<file path="src/rtl/shared_compare_scheduler.sv">
// shared_compare_scheduler
//   Round-robin scheduler sharing one bit-serial, MSB-first magnitude comparator
//   among NREQ requesters. A granted operand pair is compared one bit per cycle
//   with early exit on the first differing bit; the tagged g/e/s result is
//   returned on a valid/ready response channel.
//
// Ports
//   clk        clock, rising edge
//   rst_n      asynchronous active-low reset
//   req_valid  per-requester operand pair valid
//   req_ready  per-requester grant/accept (one-hot or zero)
//   req_a      operand a, requester i at [i*WIDTH +: WIDTH]
//   req_b      operand b, same packing
//   rsp_valid  result valid
//   rsp_ready  consumer accepts result
//   rsp_id     requester index of the result
//   rsp_g      a > b
//   rsp_e      a == b
//   rsp_s      a < b
//   busy       state is not idle
module shared_compare_scheduler #(
   parameter int unsigned WIDTH = 8,
   parameter int unsigned NREQ  = 4,
   parameter int unsigned IDW   = 2
) (
   input  logic                  clk,
   input  logic                  rst_n,
   input  logic [NREQ-1:0]       req_valid,
   output logic [NREQ-1:0]       req_ready,
   input  logic [NREQ*WIDTH-1:0] req_a,
   input  logic [NREQ*WIDTH-1:0] req_b,
   output logic                  rsp_valid,
   input  logic                  rsp_ready,
   output logic [IDW-1:0]        rsp_id,
   output logic                  rsp_g,
   output logic                  rsp_e,
   output logic                  rsp_s,
   output logic                  busy
);

   localparam int unsigned IW = $clog2(WIDTH);

   typedef enum logic [1:0] {StIdle, StShift, StResp} state_e;

   state_e           state_q, state_d;
   logic [IDW-1:0]   ptr_q;
   logic [IDW-1:0]   win;
   logic [IDW-1:0]   cand;
   logic             any_valid;
   logic [WIDTH-1:0] a_sel, b_sel;
   logic [WIDTH-1:0] a_q, b_q;
   logic [IDW-1:0]   id_q;
   logic [IW-1:0]    idx_q;
   logic             g_q, e_q, s_q;
   logic             g_n, e_n, s_n;
   logic             ab, bb;
   logic             done;
   logic             accept;
   logic             rsp_valid_q, rsp_g_q, rsp_e_q, rsp_s_q;
   logic [IDW-1:0]   rsp_id_q;

   // Search starts just above the last winner so a continuously valid
   // requester waits at most NREQ-1 other grants.
   always_comb begin
      win       = '0;
      cand      = '0;
      any_valid = 1'b0;
      for (int k = 1; k <= int'(NREQ); k++) begin
         cand = IDW'((int'(ptr_q) + k) % int'(NREQ));
         if (!any_valid && req_valid[cand]) begin
            any_valid = 1'b1;
            win       = cand;
         end
      end
   end

   always_comb begin
      a_sel = '0;
      b_sel = '0;
      for (int i = 0; i < int'(NREQ); i++) begin
         if (win == IDW'(i)) begin
            a_sel = req_a[i*WIDTH +: WIDTH];
            b_sel = req_b[i*WIDTH +: WIDTH];
         end
      end
   end

   // One step of the greater/equal/smaller cascade at the current bit.
   assign ab     = a_q[idx_q];
   assign bb     = b_q[idx_q];
   assign g_n    = g_q | (e_q & ab & ~bb);
   assign s_n    = s_q | (e_q & ~ab & bb);
   assign e_n    = e_q & ~(ab ^ bb);
   assign done   = ~e_n | (idx_q == '0);
   assign accept = (state_q == StIdle) & any_valid;

   // State register
   always_ff @(posedge clk or negedge rst_n) begin
      if (!rst_n) begin
         state_q <= StIdle;
      end else begin
         state_q <= state_d;
      end
   end

   // Next-state logic
   always_comb begin
      state_d = state_q;
      unique case (state_q)
         StIdle:  if (any_valid) state_d = StShift;
         StShift: if (done) state_d = StResp;
         StResp:  if (rsp_ready) state_d = StIdle;
         default: state_d = StIdle;
      endcase
   end

   // FSM outputs; the grant is held off while reset is asserted.
   always_comb begin
      req_ready = '0;
      busy      = (state_q != StIdle);
      if (rst_n && (state_q == StIdle) && any_valid) begin
         req_ready[win] = 1'b1;
      end
   end

   // Operand capture, serial compare and response registers
   always_ff @(posedge clk or negedge rst_n) begin
      if (!rst_n) begin
         ptr_q       <= IDW'(NREQ - 1);
         a_q         <= '0;
         b_q         <= '0;
         id_q        <= '0;
         idx_q       <= '0;
         g_q         <= 1'b0;
         e_q         <= 1'b0;
         s_q         <= 1'b0;
         rsp_valid_q <= 1'b0;
         rsp_g_q     <= 1'b0;
         rsp_e_q     <= 1'b0;
         rsp_s_q     <= 1'b0;
         rsp_id_q    <= '0;
      end else if (accept) begin
         a_q   <= a_sel;
         b_q   <= b_sel;
         id_q  <= win;
         ptr_q <= win;
         g_q   <= 1'b0;
         e_q   <= 1'b1;
         s_q   <= 1'b0;
         idx_q <= IW'(WIDTH - 1);
      end else if (state_q == StShift) begin
         g_q <= g_n;
         e_q <= e_n;
         s_q <= s_n;
         if (done) begin
            rsp_valid_q <= 1'b1;
            rsp_g_q     <= g_n;
            rsp_e_q     <= e_n;
            rsp_s_q     <= s_n;
            rsp_id_q    <= id_q;
         end else begin
            idx_q <= idx_q - IW'(1);
         end
      end else if ((state_q == StResp) && rsp_ready) begin
         rsp_valid_q <= 1'b0;
      end
   end

   assign rsp_valid = rsp_valid_q;
   assign rsp_g     = rsp_g_q;
   assign rsp_e     = rsp_e_q;
   assign rsp_s     = rsp_s_q;
   assign rsp_id    = rsp_id_q;

endmodule

</file>
<file path="config.mk">
export PLATFORM = sky130hd
export DESIGN_NAME = shared_compare_scheduler
export DESIGN_NICKNAME = d
export VERILOG_FILES = /design/src/rtl/shared_compare_scheduler.sv
export SDC_FILE = /design/constraint.sdc
export NUM_CORES = 1
export LEC_CHECK = 0
export CAP_MARGIN = 20
export CELL_PAD_IN_SITES_DETAIL_PLACEMENT = 2
export CELL_PAD_IN_SITES_GLOBAL_PLACEMENT = 2
export CORE_AREA = 2 2 64 127
export DETAILED_ROUTE_END_ITERATION = 10
export DIE_AREA = 0 0 66 129
export GPL_ROUTABILITY_DRIVEN = 0
export PLACE_DENSITY = 0.82
export SLEW_MARGIN = 15
export SYNTH_ARGS = -nofsm -noshare
export SYNTH_HDL_FRONTEND = slang
export SYNTH_SLANG_ARGS = --single-unit
</file>
<file path="constraint.sdc">
create_clock -name clk -period 6.58 [get_ports clk]
set_input_delay 0.658 -clock clk [delete_from_list [all_inputs] [get_ports clk]]
set_output_delay 0.658 -clock clk [all_outputs]
set_load 0.005 [all_outputs]
</file>
==> impl_metrics.py <==
metrics = {
    "run_status": {
        "outcome": "completed",
    },
    "clocking": {
        "ctsResizeCount": 0,
        "root_buffer": "clkbuf_16",
        "tritoncts": "yes",
        "cts_max_level": 2,
        "cts-buffers-inserted": 5,
        "clk_latency_ns": 0.28,
        "cts_post_setup_buffers_inserted": 0,
        "clkSlewWorstSetupHoldPaths_ns": 0.06,
        "clock_sinks": 34,
        "hold_buffers": 0,
        "clockBufferDepth": 2,
    },
    "synth": {
        "syn_inst": 196,
        "yosys_warnings": 0,
        "async_flop_share": 1.000,
        "synth-seq-cells": 34,
        "synth-seq-area-share": 0.4153,
        "netlist_area_sq_um": 2054,
        "synth_flop_cell": "dfrtp_1",
        "yosysUniqueCellTypes": 37,
        "synth-edff-count": 0,
        "synthesis.nets": 269,
        "avgSynthCellArea_sq_um": 10.48,
    },
    "die": {
        "initial_core_util": 0.2723,
        "die-area_sq_um": 8514,
        "dieWidth_um": 66,
        "die_y_um": 129,
        "core.rowCount": 45,
        "boundaryPins": 82,
        "core_area_sq_um": 7545,
    },
    "sta": {
        "finalMaxSlewViolations": 0,
        "setup_viol": 0,
        "post-route-period-util": 0.5252,
        "period_needed_ns": 3.456,
        "worstMarginPinSlew_ns": 0.8047,
        "rsz0062_at_grt": "no",
        "fin_worst_skew_ns": 0.003496,
        "final_hold_viol_count": 0,
        "relSlewSlack": 0.4635,
        "fmax_mhz": 289.4,
        "tns_ns": 0,
    },
    "grt": {
        "grtUsageMet1": 0.1684,
        "busiest_layer": "met2",
        "grt_pass1_vias": 2192,
        "use_met3": 0.02185,
        "track_usage": 0.1684,
        "antenna_found_initial": 0,
        "grt_first_pass_wirelength_um": 10850,
        "grt_overflow": 0,
        "grt_max_degree": 38,
        "met2_usage": 0.3345,
    },
    "route": {
        "totalWireLength_um": 6406,
        "dr.pass1.iters": 3,
        "drtIter0Drc": 57,
        "post_drt_wl_per_cell_um": 17.31,
        "drc": 0,
        "final_antenna_net_count": 0,
        "via_count": 1849,
        "via_per_inst": 4.997,
    },
    "setup_path": {
        "end_kind": "output port",
        "start_kind": "input port",
        "crit_arrival_ns": 2.80,
        "worstSetupPathType": "in -> out",
        "worst-path-max-fanout": 37,
        "crit_required_ns": 5.92,
    },
    "finish": {
        "syn2layout_area_growth_pct": 52.86,
        "diodes": 0,
        "instances_no_fill": 370,
        "layout-drive-gt1-share": 0.09058,
        "nets": 348,
    },
    "pwr": {
        "leakage_nw": 1.428,
        "vdd_drop_max_uv": 123.0,
        "powerDensity_nw_per_um2": 416.3,
    },
    "min_path": {
        "hold_path_class": "in -> async",
    },
    "place": {
        "port-buffer-count": 81,
        "hpwl_um": 4926,
        "dpl.cell_count": 362,
    },
    "flow_run": {
        "max_cap_viol_count": 0,
    },
}
==> placed cells by master (no fill, tap or decap), types with 4 or more instances in the layout <==
cell type,Yosys,layout
nor2b_1,5,5
mux4_2,4,4
nand2_1,10,10
clkbuf_16,0,5
nand2b_1,5,5
clkdlybuf4s50_1,0,80
dfrtp_1,32,32
a21oi_1,9,9
inv_1,5,5
a21o_1,17,17
nor2_1,16,16
o22ai_1,16,16
mux2i_1,34,34
==> metrics by stage <==
step                  util  cell area (sq um)  setup slack [ns]  power (mW)  hold slack [ns]
floorplan                -               2054             4.237      0.7969           0.3624
global placement    0.3905               2947             3.174      0.9716           0.4599
detailed placement  0.3905               2947             3.091       1.001           0.4733
CTS                 0.4163               3141             3.089       1.329           0.4858
global route        0.4163               3141             2.943       1.402           0.5040
finish              0.4163               3141             3.124       1.307           0.4622
==> worst max-delay path: stages <==
cell and delay [ns]:
clkdlybuf4s50_1 0.52, nand2b_1 0.10, a21boi_0 0.17, o21ai_4 0.14
buf_4 0.48, nor2b_1 0.20, clkdlybuf4s50_1 0.51
==> sequential cells by signal (all words and copies together), names as in the netlist, 2 cells and up <==
register and cells:
a_q 8, b_q 8, id_q 2, idx_q 3, ptr_q 2, rsp_id 2
state_q 2
==> Yosys cell counts, types with 4 or more instances <==
cell type / instances / area, sq um
buf_2: 4 / 20.02
nand2b_1: 5 / 31.28
o22ai_1: 16 / 100.1
inv_1: 5 / 18.77
nor2b_1: 5 / 31.28
a21oi_1: 9 / 45.04
mux2i_1: 34 / 340.3
a21o_1: 17 / 127.6
nand2_1: 10 / 37.54
mux4_2: 4 / 90.09
clkbuf_1: 5 / 18.77
dfrtp_1: 32 / 800.8
nor2_1: 16 / 60.06
==> final timing paths <==
check,startpoint,endpoint,slack [ns],depth (start not counted)
worst max-delay path,req_valid[3],req_ready[1],3.12,7
worst min-delay path,rst_n,id_q[1],0.46,1
worst max register to register,idx_q[0],rsp_id[0],4.09,6
worst min register to register,a_q[0],a_q[0],0.48,1
max in group asynchronous,rst_n,b_q[3],5.61,1
min in group clk,a_q[0],a_q[0],0.48,1
==> area by class of cell <==
type	count	area (sq um)
Clock inverter	3	68.82
Clock buffer	5	125.1
Sequential cell	34	853.3
Fill cell	814	4404
Multi-Input combinational cell	147	1144
Tap cell	94	117.6
Inverter	5	18.77
Timing Repair Buffer	82	813.3
==> kinds of logic after synthesis <==
group / after synthesis / share of synthesized area
compound gates: 53 / 0.1693
xor+xnor: 1 / 0.007919
fa+ha+maj: 3 / 0.01705
buf+inv: 15 / 0.03350
flops: 34 / 0.4153
mux: 42 / 0.2369
simple gates: 48 / 0.1200
==> per-layer routing <==
layer	wire length, um	vias to the layer above	part of all wire
li1	-	866	-
met1	2136	906	0.33
met2	3890	65	0.61
met3	219	12	0.034
met4	160	0	0.025
met5	0	-	0
==> power by group <==
group,switching (mW),internal [mW],total (mW)
combinational,0.312,0.307,0.619
clock,0.0940,0.218,0.312
sequential,0.0698,0.307,0.377
(Power assumes the default switching activity.)
==> patch (same settings) <==
Set the parameter `IDW` to 4 (it was 2).
--- a/src/rtl/shared_compare_scheduler.sv
+++ b/src/rtl/shared_compare_scheduler.sv
@@ -23,3 +23,3 @@
    parameter int unsigned NREQ  = 4,
-   parameter int unsigned IDW   = 2
+   parameter int unsigned IDW   = 4
 ) (
Interface: changed (resized rsp_id); port bits go from 82 to 84. The function was not compared with the original's and may differ.
==> patch against the original RTL <==
Synthesized area increased by 13%; critical endpoint unchanged; power up 4.1%; worst setup slack improved by 43 ps; sequential share of layout area decreased by 1.5 points; clock skew is 4.3 ps higher; sequential cell count unchanged; register-to-register slack improved by 20 ps; routed wire length grew 12%; synthesized cell count grew 19%; count of clock-buffer cells in the layout grew 2; cell area increased by 6.0%.
==> patch: results (changes against the original RTL) <==
outcome -> complete, no violations
vias in the first global route -> 2486 (+13%)
Cells after DPL -> 397 (+9.7%)
Critical Path Fanout Max -> 36 (-2.7%)
slowest cell delay on critical path -> 540 ps (+20 ps)
Clock Power Share -> 17.4% (-6.4 points)
setup slack, reg-to-reg -> 4110 ps (+20 ps)
R2R cell count -> 4 (-2)
met1 GRT Util -> 17.87% (+1.0 points)
WL met3 -> 191 um (-13%)
Yosys cell types -> 40 (+8.1%)
fraction of layout instances using a drive strength above 1 -> 6.752% (-2.3 points)
Commonest cells post-synth -> mux2i_1, dfrtp_1, nand2_1
Leak Pwr -> 1.492 nW (+4.5%)
Seq cells -> 34 (unchanged)
global-route wire length before repair -> 11.94 mm (+10%)
CP arrival -> 2750 ps (-50 ps)
setup slack at placement -> 3149 ps (+58.02 ps)
HPWL Detailed -> 5.403 mm (+9.7%)
switch share -> 40.48% (+4.1 points)
fraction of synthesized area in multiplexers -> 25.01% (+1.3 points)
xor/xnor share of the synthesized area -> 3.350% (+2.6 points)
sequential group share of total power -> 30.1% (+1.3 points)
Gate Count Post-Synth -> 233 (+19%)
clk cell area share -> 4.436% (-1.7 points)
Adder-Cell Fraction of Synth Area -> 1.080% (-0.62 points)
GRT Util Overall -> 18.41% (+1.6 points)
met2 wire length -> 4.500 mm (+16%)
Fillers -> 847 (+4.1%)
DR vias/cell -> 5.195 (+4.0%)
DRT iter0 DRCs -> 42 (-26%)
[patch: cell types whose count changed after synthesis, sizes merged, moves of 3 or more]
cell    unedited run  this run
nand2             11        30
a21o              17         0
o221ai             0        16
o22ai             16         2
nand2b             5        18
xor2               1         8
mux2i             35        41
buf                5         8
nor2b              5         2
nor3               3         0
o21ai              4         7
[patch: worst max path at each step]
stage | slack, ps | cells past startpoint | from | end
after global routing | 2980 | 6 | req_valid[0] | req_ready[1]
after global placement | 3240 | 7 | req_valid[1] | req_ready[3]
after floorplan | 4230 | 8 | ptr_q[1] | req_ready[0]
after detailed placement | 3150 | 6 | req_valid[3] | req_ready[1]
final | 3170 | 7 | req_valid[1] | req_ready[1]
after CTS | 3140 | 6 | req_valid[0] | req_ready[1]
[patch: worst reg2reg max path, stage by stage, from the launching register on]
cell      delay (ps)
dfrtp_1          390
or2_2            330
nor2_1           590
nand2_1          630
o221ai_1         420
